File: src/rtl/ami_w.sv
// ami_w: AXI4 master write engine.
// Takes one user write-burst command at a time, drives AW, streams user beats
// onto W with an internally generated WLAST, and returns B as one-cycle pulses.
// Ports:
//   clk, rst_n                 clock, async active-low reset
//   AW*/W*/B*                  AXI4 write address, data and response channels
//   usr_cmd_*                  burst command in (valid/ready), err pulse out
//   usr_w*                     user write data in (valid/ready)
//   usr_b*                     write response pulse out
module ami_w #(
    parameter int AXI_DW     = 128,
    parameter int AXI_AW     = 32,
    parameter int AXI_IW     = 8,
    parameter int AXI_LW     = 8,
    parameter int AXI_SW     = 3,
    parameter int AXI_BRESPW = 2,
    parameter int OST        = 4
) (
    input  logic                    clk,
    input  logic                    rst_n,
    output logic [AXI_IW-1:0]       AWID,
    output logic [AXI_AW-1:0]       AWADDR,
    output logic [AXI_LW-1:0]       AWLEN,
    output logic [AXI_SW-1:0]       AWSIZE,
    output logic [1:0]              AWBURST,
    output logic                    AWVALID,
    input  logic                    AWREADY,
    output logic [AXI_DW-1:0]       WDATA,
    output logic [AXI_DW/8-1:0]     WSTRB,
    output logic                    WLAST,
    output logic                    WVALID,
    input  logic                    WREADY,
    input  logic [AXI_IW-1:0]       BID,
    input  logic [AXI_BRESPW-1:0]   BRESP,
    input  logic                    BVALID,
    output logic                    BREADY,
    input  logic                    usr_cmd_valid,
    output logic                    usr_cmd_ready,
    input  logic [AXI_IW-1:0]       usr_cmd_id,
    input  logic [AXI_AW-1:0]       usr_cmd_addr,
    input  logic [AXI_LW-1:0]       usr_cmd_len,
    input  logic [AXI_SW-1:0]       usr_cmd_size,
    input  logic [1:0]              usr_cmd_burst,
    output logic                    usr_cmd_err,
    input  logic [AXI_DW-1:0]       usr_wdata,
    input  logic [AXI_DW/8-1:0]     usr_wstrb,
    input  logic                    usr_wvalid,
    output logic                    usr_wready,
    output logic                    usr_bvalid,
    output logic [AXI_IW-1:0]       usr_bid,
    output logic [AXI_BRESPW-1:0]   usr_bresp
);

    localparam int OCW   = $clog2(OST + 1);
    localparam int MAXSZ = $clog2(AXI_DW / 8);

    typedef enum logic [1:0] {
        IDLE    = 2'd0,
        BURST   = 2'd1,
        WAIT_AW = 2'd2
    } state_e;

    state_e                  st_q, st_d;
    logic                    awvalid_q, awvalid_d;
    logic                    aw_done_q, aw_done_d;
    logic [AXI_LW-1:0]       beat_q, beat_d;
    logic [AXI_IW-1:0]       awid_q, awid_d;
    logic [AXI_AW-1:0]       awaddr_q, awaddr_d;
    logic [AXI_LW-1:0]       awlen_q, awlen_d;
    logic [AXI_SW-1:0]       awsize_q, awsize_d;
    logic [1:0]              awburst_q, awburst_d;
    logic                    err_q, err_d;
    logic [OCW-1:0]          ost_cnt_q, ost_cnt_d;
    logic                    bvalid_q, bvalid_d;
    logic [AXI_IW-1:0]       bid_q, bid_d;
    logic [AXI_BRESPW-1:0]   bresp_q, bresp_d;

    logic                    cmd_acc;
    logic                    cmd_ok;
    logic                    size_bad;
    logic                    wrap_bad;
    logic                    cross_4k;
    logic [AXI_AW:0]         aligned;
    logic [AXI_AW:0]         span;
    logic [AXI_AW:0]         last_addr;
    logic                    in_burst;
    logic                    aw_hs;
    logic                    w_hs;
    logic                    legal_acc;

    // Command legality, evaluated on the raw command in the accept cycle.
    always_comb begin
        aligned   = {1'b0, usr_cmd_addr
                    & ~((AXI_AW'(1) << usr_cmd_size) - AXI_AW'(1))};
        span      = ((AXI_AW+1)'(usr_cmd_len) + (AXI_AW+1)'(1))
                    << usr_cmd_size;
        last_addr = aligned + span - (AXI_AW+1)'(1);
        size_bad  = 32'(usr_cmd_size) > 32'(MAXSZ);
        wrap_bad  = (usr_cmd_burst == 2'd2)
                    && !(usr_cmd_len == AXI_LW'(1)
                      || usr_cmd_len == AXI_LW'(3)
                      || usr_cmd_len == AXI_LW'(7)
                      || usr_cmd_len == AXI_LW'(15));
        cross_4k  = (usr_cmd_burst == 2'd1)
                    && (last_addr[AXI_AW-1:12] != usr_cmd_addr[AXI_AW-1:12]);
        cmd_ok    = !size_bad && !wrap_bad && !cross_4k
                    && (usr_cmd_burst != 2'd3);
    end

    assign usr_cmd_ready = (st_q == IDLE) && (ost_cnt_q < OCW'(OST));
    assign cmd_acc       = usr_cmd_valid && usr_cmd_ready;
    assign legal_acc     = cmd_acc && cmd_ok;

    assign in_burst   = (st_q == BURST);
    assign WVALID     = in_burst && usr_wvalid;
    assign usr_wready = in_burst && WREADY;
    assign WLAST      = in_burst && (beat_q == awlen_q);
    assign WDATA      = usr_wdata;
    assign WSTRB      = usr_wstrb;
    assign BREADY     = 1'b1;

    assign aw_hs = awvalid_q && AWREADY;
    assign w_hs  = WVALID && WREADY;

    always_comb begin
        st_d      = st_q;
        awvalid_d = awvalid_q;
        aw_done_d = aw_done_q;
        beat_d    = beat_q;
        awid_d    = awid_q;
        awaddr_d  = awaddr_q;
        awlen_d   = awlen_q;
        awsize_d  = awsize_q;
        awburst_d = awburst_q;
        err_d     = 1'b0;

        if (aw_hs) begin
            awvalid_d = 1'b0;
            aw_done_d = 1'b1;
        end

        unique case (st_q)
            IDLE: begin
                if (cmd_acc) begin
                    if (cmd_ok) begin
                        awid_d    = usr_cmd_id;
                        awaddr_d  = usr_cmd_addr;
                        awlen_d   = usr_cmd_len;
                        awsize_d  = usr_cmd_size;
                        awburst_d = usr_cmd_burst;
                        awvalid_d = 1'b1;
                        aw_done_d = 1'b0;
                        beat_d    = '0;
                        st_d      = BURST;
                    end else begin
                        err_d = 1'b1;
                    end
                end
            end
            BURST: begin
                if (w_hs) begin
                    beat_d = beat_q + AXI_LW'(1);
                    if (beat_q == awlen_q) begin
                        // AW may complete in this very cycle.
                        st_d = (aw_done_q || aw_hs) ? IDLE : WAIT_AW;
                    end
                end
            end
            WAIT_AW: begin
                if (aw_hs) st_d = IDLE;
            end
            default: st_d = IDLE;
        endcase
    end

    // Outstanding count; a response with nothing tracked leaves it at zero.
    always_comb begin
        ost_cnt_d = ost_cnt_q;
        if (legal_acc && !BVALID) begin
            ost_cnt_d = ost_cnt_q + OCW'(1);
        end else if (!legal_acc && BVALID && ost_cnt_q != '0) begin
            ost_cnt_d = ost_cnt_q - OCW'(1);
        end
    end

    always_comb begin
        bvalid_d = BVALID;
        bid_d    = bid_q;
        bresp_d  = bresp_q;
        if (BVALID) begin
            bid_d   = BID;
            bresp_d = BRESP;
        end
    end

    always_ff @(posedge clk or negedge rst_n) begin
        if (!rst_n) begin
            st_q      <= IDLE;
            awvalid_q <= 1'b0;
            aw_done_q <= 1'b0;
            beat_q    <= '0;
            awid_q    <= '0;
            awaddr_q  <= '0;
            awlen_q   <= '0;
            awsize_q  <= '0;
            awburst_q <= '0;
            err_q     <= 1'b0;
            ost_cnt_q <= '0;
            bvalid_q  <= 1'b0;
            bid_q     <= '0;
            bresp_q   <= '0;
        end else begin
            st_q      <= st_d;
            awvalid_q <= awvalid_d;
            aw_done_q <= aw_done_d;
            beat_q    <= beat_d;
            awid_q    <= awid_d;
            awaddr_q  <= awaddr_d;
            awlen_q   <= awlen_d;
            awsize_q  <= awsize_d;
            awburst_q <= awburst_d;
            err_q     <= err_d;
            ost_cnt_q <= ost_cnt_d;
            bvalid_q  <= bvalid_d;
            bid_q     <= bid_d;
            bresp_q   <= bresp_d;
        end
    end

    assign AWID        = awid_q;
    assign AWADDR      = awaddr_q;
    assign AWLEN       = awlen_q;
    assign AWSIZE      = awsize_q;
    assign AWBURST     = awburst_q;
    assign AWVALID     = awvalid_q;
    assign usr_cmd_err = err_q;
    assign usr_bvalid  = bvalid_q;
    assign usr_bid     = bid_q;
    assign usr_bresp   = bresp_q;

endmodule

File: config.mk
export PLATFORM = sky130hd
export DESIGN_NAME = ami_w
export DESIGN_NICKNAME = d
export VERILOG_FILES = /design/src/rtl/ami_w.sv
export SDC_FILE = /design/constraint.sdc
export NUM_CORES = 1
export LEC_CHECK = 0
export CAP_MARGIN = 20
export CORE_AREA = 4 4 166 168
export DETAILED_ROUTE_END_ITERATION = 7
export DIE_AREA = 0 0 170 172
export HOLD_SLACK_MARGIN = 0.08
export SLEW_MARGIN = 15
export SYNTH_ARGS = -nofsm -noshare
export SYNTH_HDL_FRONTEND = slang
export SYNTH_SLANG_ARGS = --single-unit
File: constraint.sdc
create_clock -name clk -period 3.9 [get_ports clk]
set_clock_uncertainty 0.1 [all_clocks]
set_input_delay 1.17 -clock clk [delete_from_list [all_inputs] [get_ports clk]]
set_output_delay 1.17 -clock clk [all_outputs]
set_load 0.01 [all_outputs]
==> flow_summary.toml <==
[status]
status = "finished, violations left"
violations = "setup timing"

[critical_path]
critPathBufInv = 4
path_delay_family = "compound AO/OA/AOI/OAI gates"
cp_slowest_stage_delay_ps = 570
worstSetupPathType = "in -> reg"
cp_max_fo = 4
crit_path_end_kind = "flip-flop"
path_cells = "buf_8, buf_6, and2_4, nand4_1, xor2_2, mux2i_4, buf_6, nand3_2, ha_1, inv_1, ha_2, a21oi_2, o21a_1, o32ai_2, or4_4, a2111oi_4, nand4_1, a2111o_1, o41a_4, nor2_8, nand2_4, fa_2, mux2_4, a221o_1"
worst_ep_required_time_ps = 4040
crit_arrival_ps = 6340
slowest_stage = "or4_4"
start_kind = "input pin"

[clock_network]
tritoncts = "built"
cts_hold_buf = 0
clockRootBuffer = "clkbuf_16"
htreeDepth = 3
cts_buffers = 9
clkSinkCount = 80
path_clk_slew_ps = 70
cts_max_path_buffers = 2
clk_latency_ps = 350

[sta]
setup_viol = 68
fin_ws_ps = -2310
worst_pin_slew_ps = 739
rsz0062_at_grt = "yes"
maxSlewHeadroom_pct = 50.7
fin_crit_sh_pct = 159
hold_viol = 0
max_freq_mhz = 161
period_minus_slack_ps = 6210
fin_tns_setup_ps = -138200
drv_slew = 0

[synth]
ys_ff_latch = 80
synthCells = 910
syn_area_per_cell_um2 = 8.39
yosysSeqAreaShare_pct = 26.2
yosys_most_used_dff = "dfrtp_1"
ys_async_sr_fraction_pct = 100
synth_fp_nets = 1173
synth_edf_count = 0
yosys_warnings = 0
netlist-cell-type-count = 65
synth_area_um2 = 7630

[global_routing]
grt_max_degree = 57
grt_pass1_wl_um = 42500
grt_pass1_vias = 7425
grt_usage_pct = 18.7
global_route.overflow_total = 0
antenna_found_initial = 0

[placement]
gp_congestion = 0.889
pre_cts_slack_ps = -3390
io_buffer_count = 139
dpl.hpwl_um = 23100

[routing]
routed_wl_um = 29200
dr_total_vias = 7200
drc = 0
ant_nets = 0
wire_per_inst_um = 20.0
viasPerCell = 4.92
drt_iter0_markers = 323
first_pass_iters = 5

[floorplan]
dieWidth_um = 170
die_h_um = 172
dieArea_um2 = 29200
io_pins = 429
initial_core_util_pct = 29.5
core_area_um2 = 25900
rows = 59

[run]
cap_violations = 0

[final_layout]
antennaDiodeCount = 0
layout-drive-gt1-share_pct = 40.0
finalNetCount = 1385
area_delta_synth_final_pct = 48.2

[power_and_ir_drop]
peakVddDrop_mv = 0.425
leakagePower_nw = 5.08
cellPowerDensity_nw_per_um2 = 448

[worst_hold_path]
hold_class = "reg -> reg"
Yosys cell counts (6+ instances only):
| master | instances | area, um^2 |
|---|---|---|
| nand3_1 | 27 | 135 |
| buf_4 | 149 | 1120 |
| nand2b_1 | 6 | 37.5 |
| clkbuf_1 | 33 | 124 |
| xor2_1 | 27 | 236 |
| dfrtp_1 | 80 | 2000 |
| nor3_1 | 16 | 80.1 |
| a21o_1 | 7 | 52.6 |
| xnor2_1 | 14 | 123 |
| nand4_1 | 18 | 113 |
| and3_1 | 8 | 50.1 |
| o221ai_1 | 6 | 52.6 |
| nand2_1 | 73 | 274 |
| mux2_2 | 66 | 743 |
| mux2i_1 | 10 | 100 |
| o21a_1 | 9 | 67.6 |
| inv_1 | 68 | 255 |
| nor2_1 | 43 | 161 |
| ha_1 | 48 | 601 |
| a21oi_1 | 61 | 305 |
| o21ai_0 | 43 | 215 |
| a31oi_1 | 6 | 37.5 |
state kept, by name, indices dropped and copies added, names as in the netlist, 3 cells and up:
register	flops
AWID	8
usr_bid	8
ost_cnt_q	3
beat_q	8
AWADDR	32
AWSIZE	3
AWLEN	8
cells in the final DEF (no fill, tap or decap), types with 14 or more instances in the layout:
master and count:
dfrtp_1 80, nor2_1 42, ha_1 28, ha_4 17, nand4_1 18, xnor2_1 14
clkdlybuf4s50_1 128, a21oi_1 43, buf_4 223, inv_1 61, mux2_2 37, nand2_1 63
buf_6 17, mux2_4 31, nand3_1 22, o21ai_0 25, xor2_1 25, a21oi_2 17
cell type report:
class | count | area (um^2)
Clock buffer | 11 | 243
Clock inverter | 5 | 40.0
Fill cell | 2469 | 14600
Inverter | 68 | 255
Multi-Input combinational cell | 572 | 4810
Sequential cell | 80 | 2000
Tap cell | 335 | 419
Timing Repair Buffer | 391 | 3540
per-layer routing:
| layer | GRT usage, % | wire length (um) | vias up | part of all wire (%) |
|---|---|---|---|---|
| li1 | - | - | 3428 | - |
| met1 | 19.9 | 10500 | 3406 | 36 |
| met2 | 33.8 | 15000 | 297 | 51 |
| met3 | 7.20 | 2730 | 69 | 9.3 |
| met4 | 6.46 | 914 | 0 | 3.1 |
| met5 | 0.167 | 0 | - | 0 |
logic make-up (layout without fill, tap and decap cells):
logic type                 Yosys count  after routing  synth area share, %
other                                1              1               0.0491
AOI/OAI and AO/OA                  180            180                 14.9
and+or+nand+nor                    222            222                 14.1
muxes                               78             78                 11.3
adders and majority gates           49             49                 8.13
DFF                                 80             80                 26.2
buffers and inverters              258            475                 20.3
xor gates and xnor gates            42             42                 4.92
worst paths after layout:
path / slack, ps / startpoint / cells past startpoint / end
max in group asynchronous: 2280 / rst_n / 2 / AWADDR[11]
hold reg to reg: 410 / AWID[5] / 1 / AWID[5]
setup / recovery: -2310 / usr_cmd_len[0] / 24 / ost_cnt_q[1]
hold / removal: 410 / AWID[5] / 1 / AWID[5]
setup reg to reg: 1370 / st_q[1] / 8 / ost_cnt_q[1]
min in group asynchronous: 790 / rst_n / 1 / usr_bid[2]
worst reg2reg max path, delay by kind of cell (launching register included):
kind                     cells  cell delay [ps]
buffers and inverters        1              180
AO/OA/AOI/OAI                1              280
AND/OR/NAND/NOR              4              710
multiplexers                 1              270
adder cells (fa/ha/maj)      1              440
flip-flops                   1              420
report_power, final:
group / switching [W] / total, W / internal [W]
Clock: 0.000386 / 0.000840 / 0.000454
Sequential: 0.000236 / 0.00140 / 0.00116
Combinational: 0.00118 / 0.00283 / 0.00165
through the flow:
step | power (W) | util (%) | hold slack (ps) | cell area [um^2] | instances
floorplan | 0.00273 | - | 362 | 7910 | 910
global placement | 0.00388 | 38.2 | 384 | 9900 | 1398
detailed placement | 0.00390 | 38.2 | 393 | 9900 | 1398
CTS | 0.00493 | 41.7 | 409 | 10800 | 1443
global route | 0.00540 | 43.7 | 425 | 11300 | 1462
finish | 0.00507 | 43.7 | 406 | 11300 | 1462
repair_timing:
| item | 4_1_cts | 5_1_grt |
|---|---|---|
| pin swaps | 53 | 30 |
| buffers inserted | 28 | 15 |
| resized for setup | 119 | 65 |
| endpoints found under the setup margin | 68 | 68 |
| gates cloned | 1 | 5 |
No activity file was read; power rests on OpenSTA's default activity.
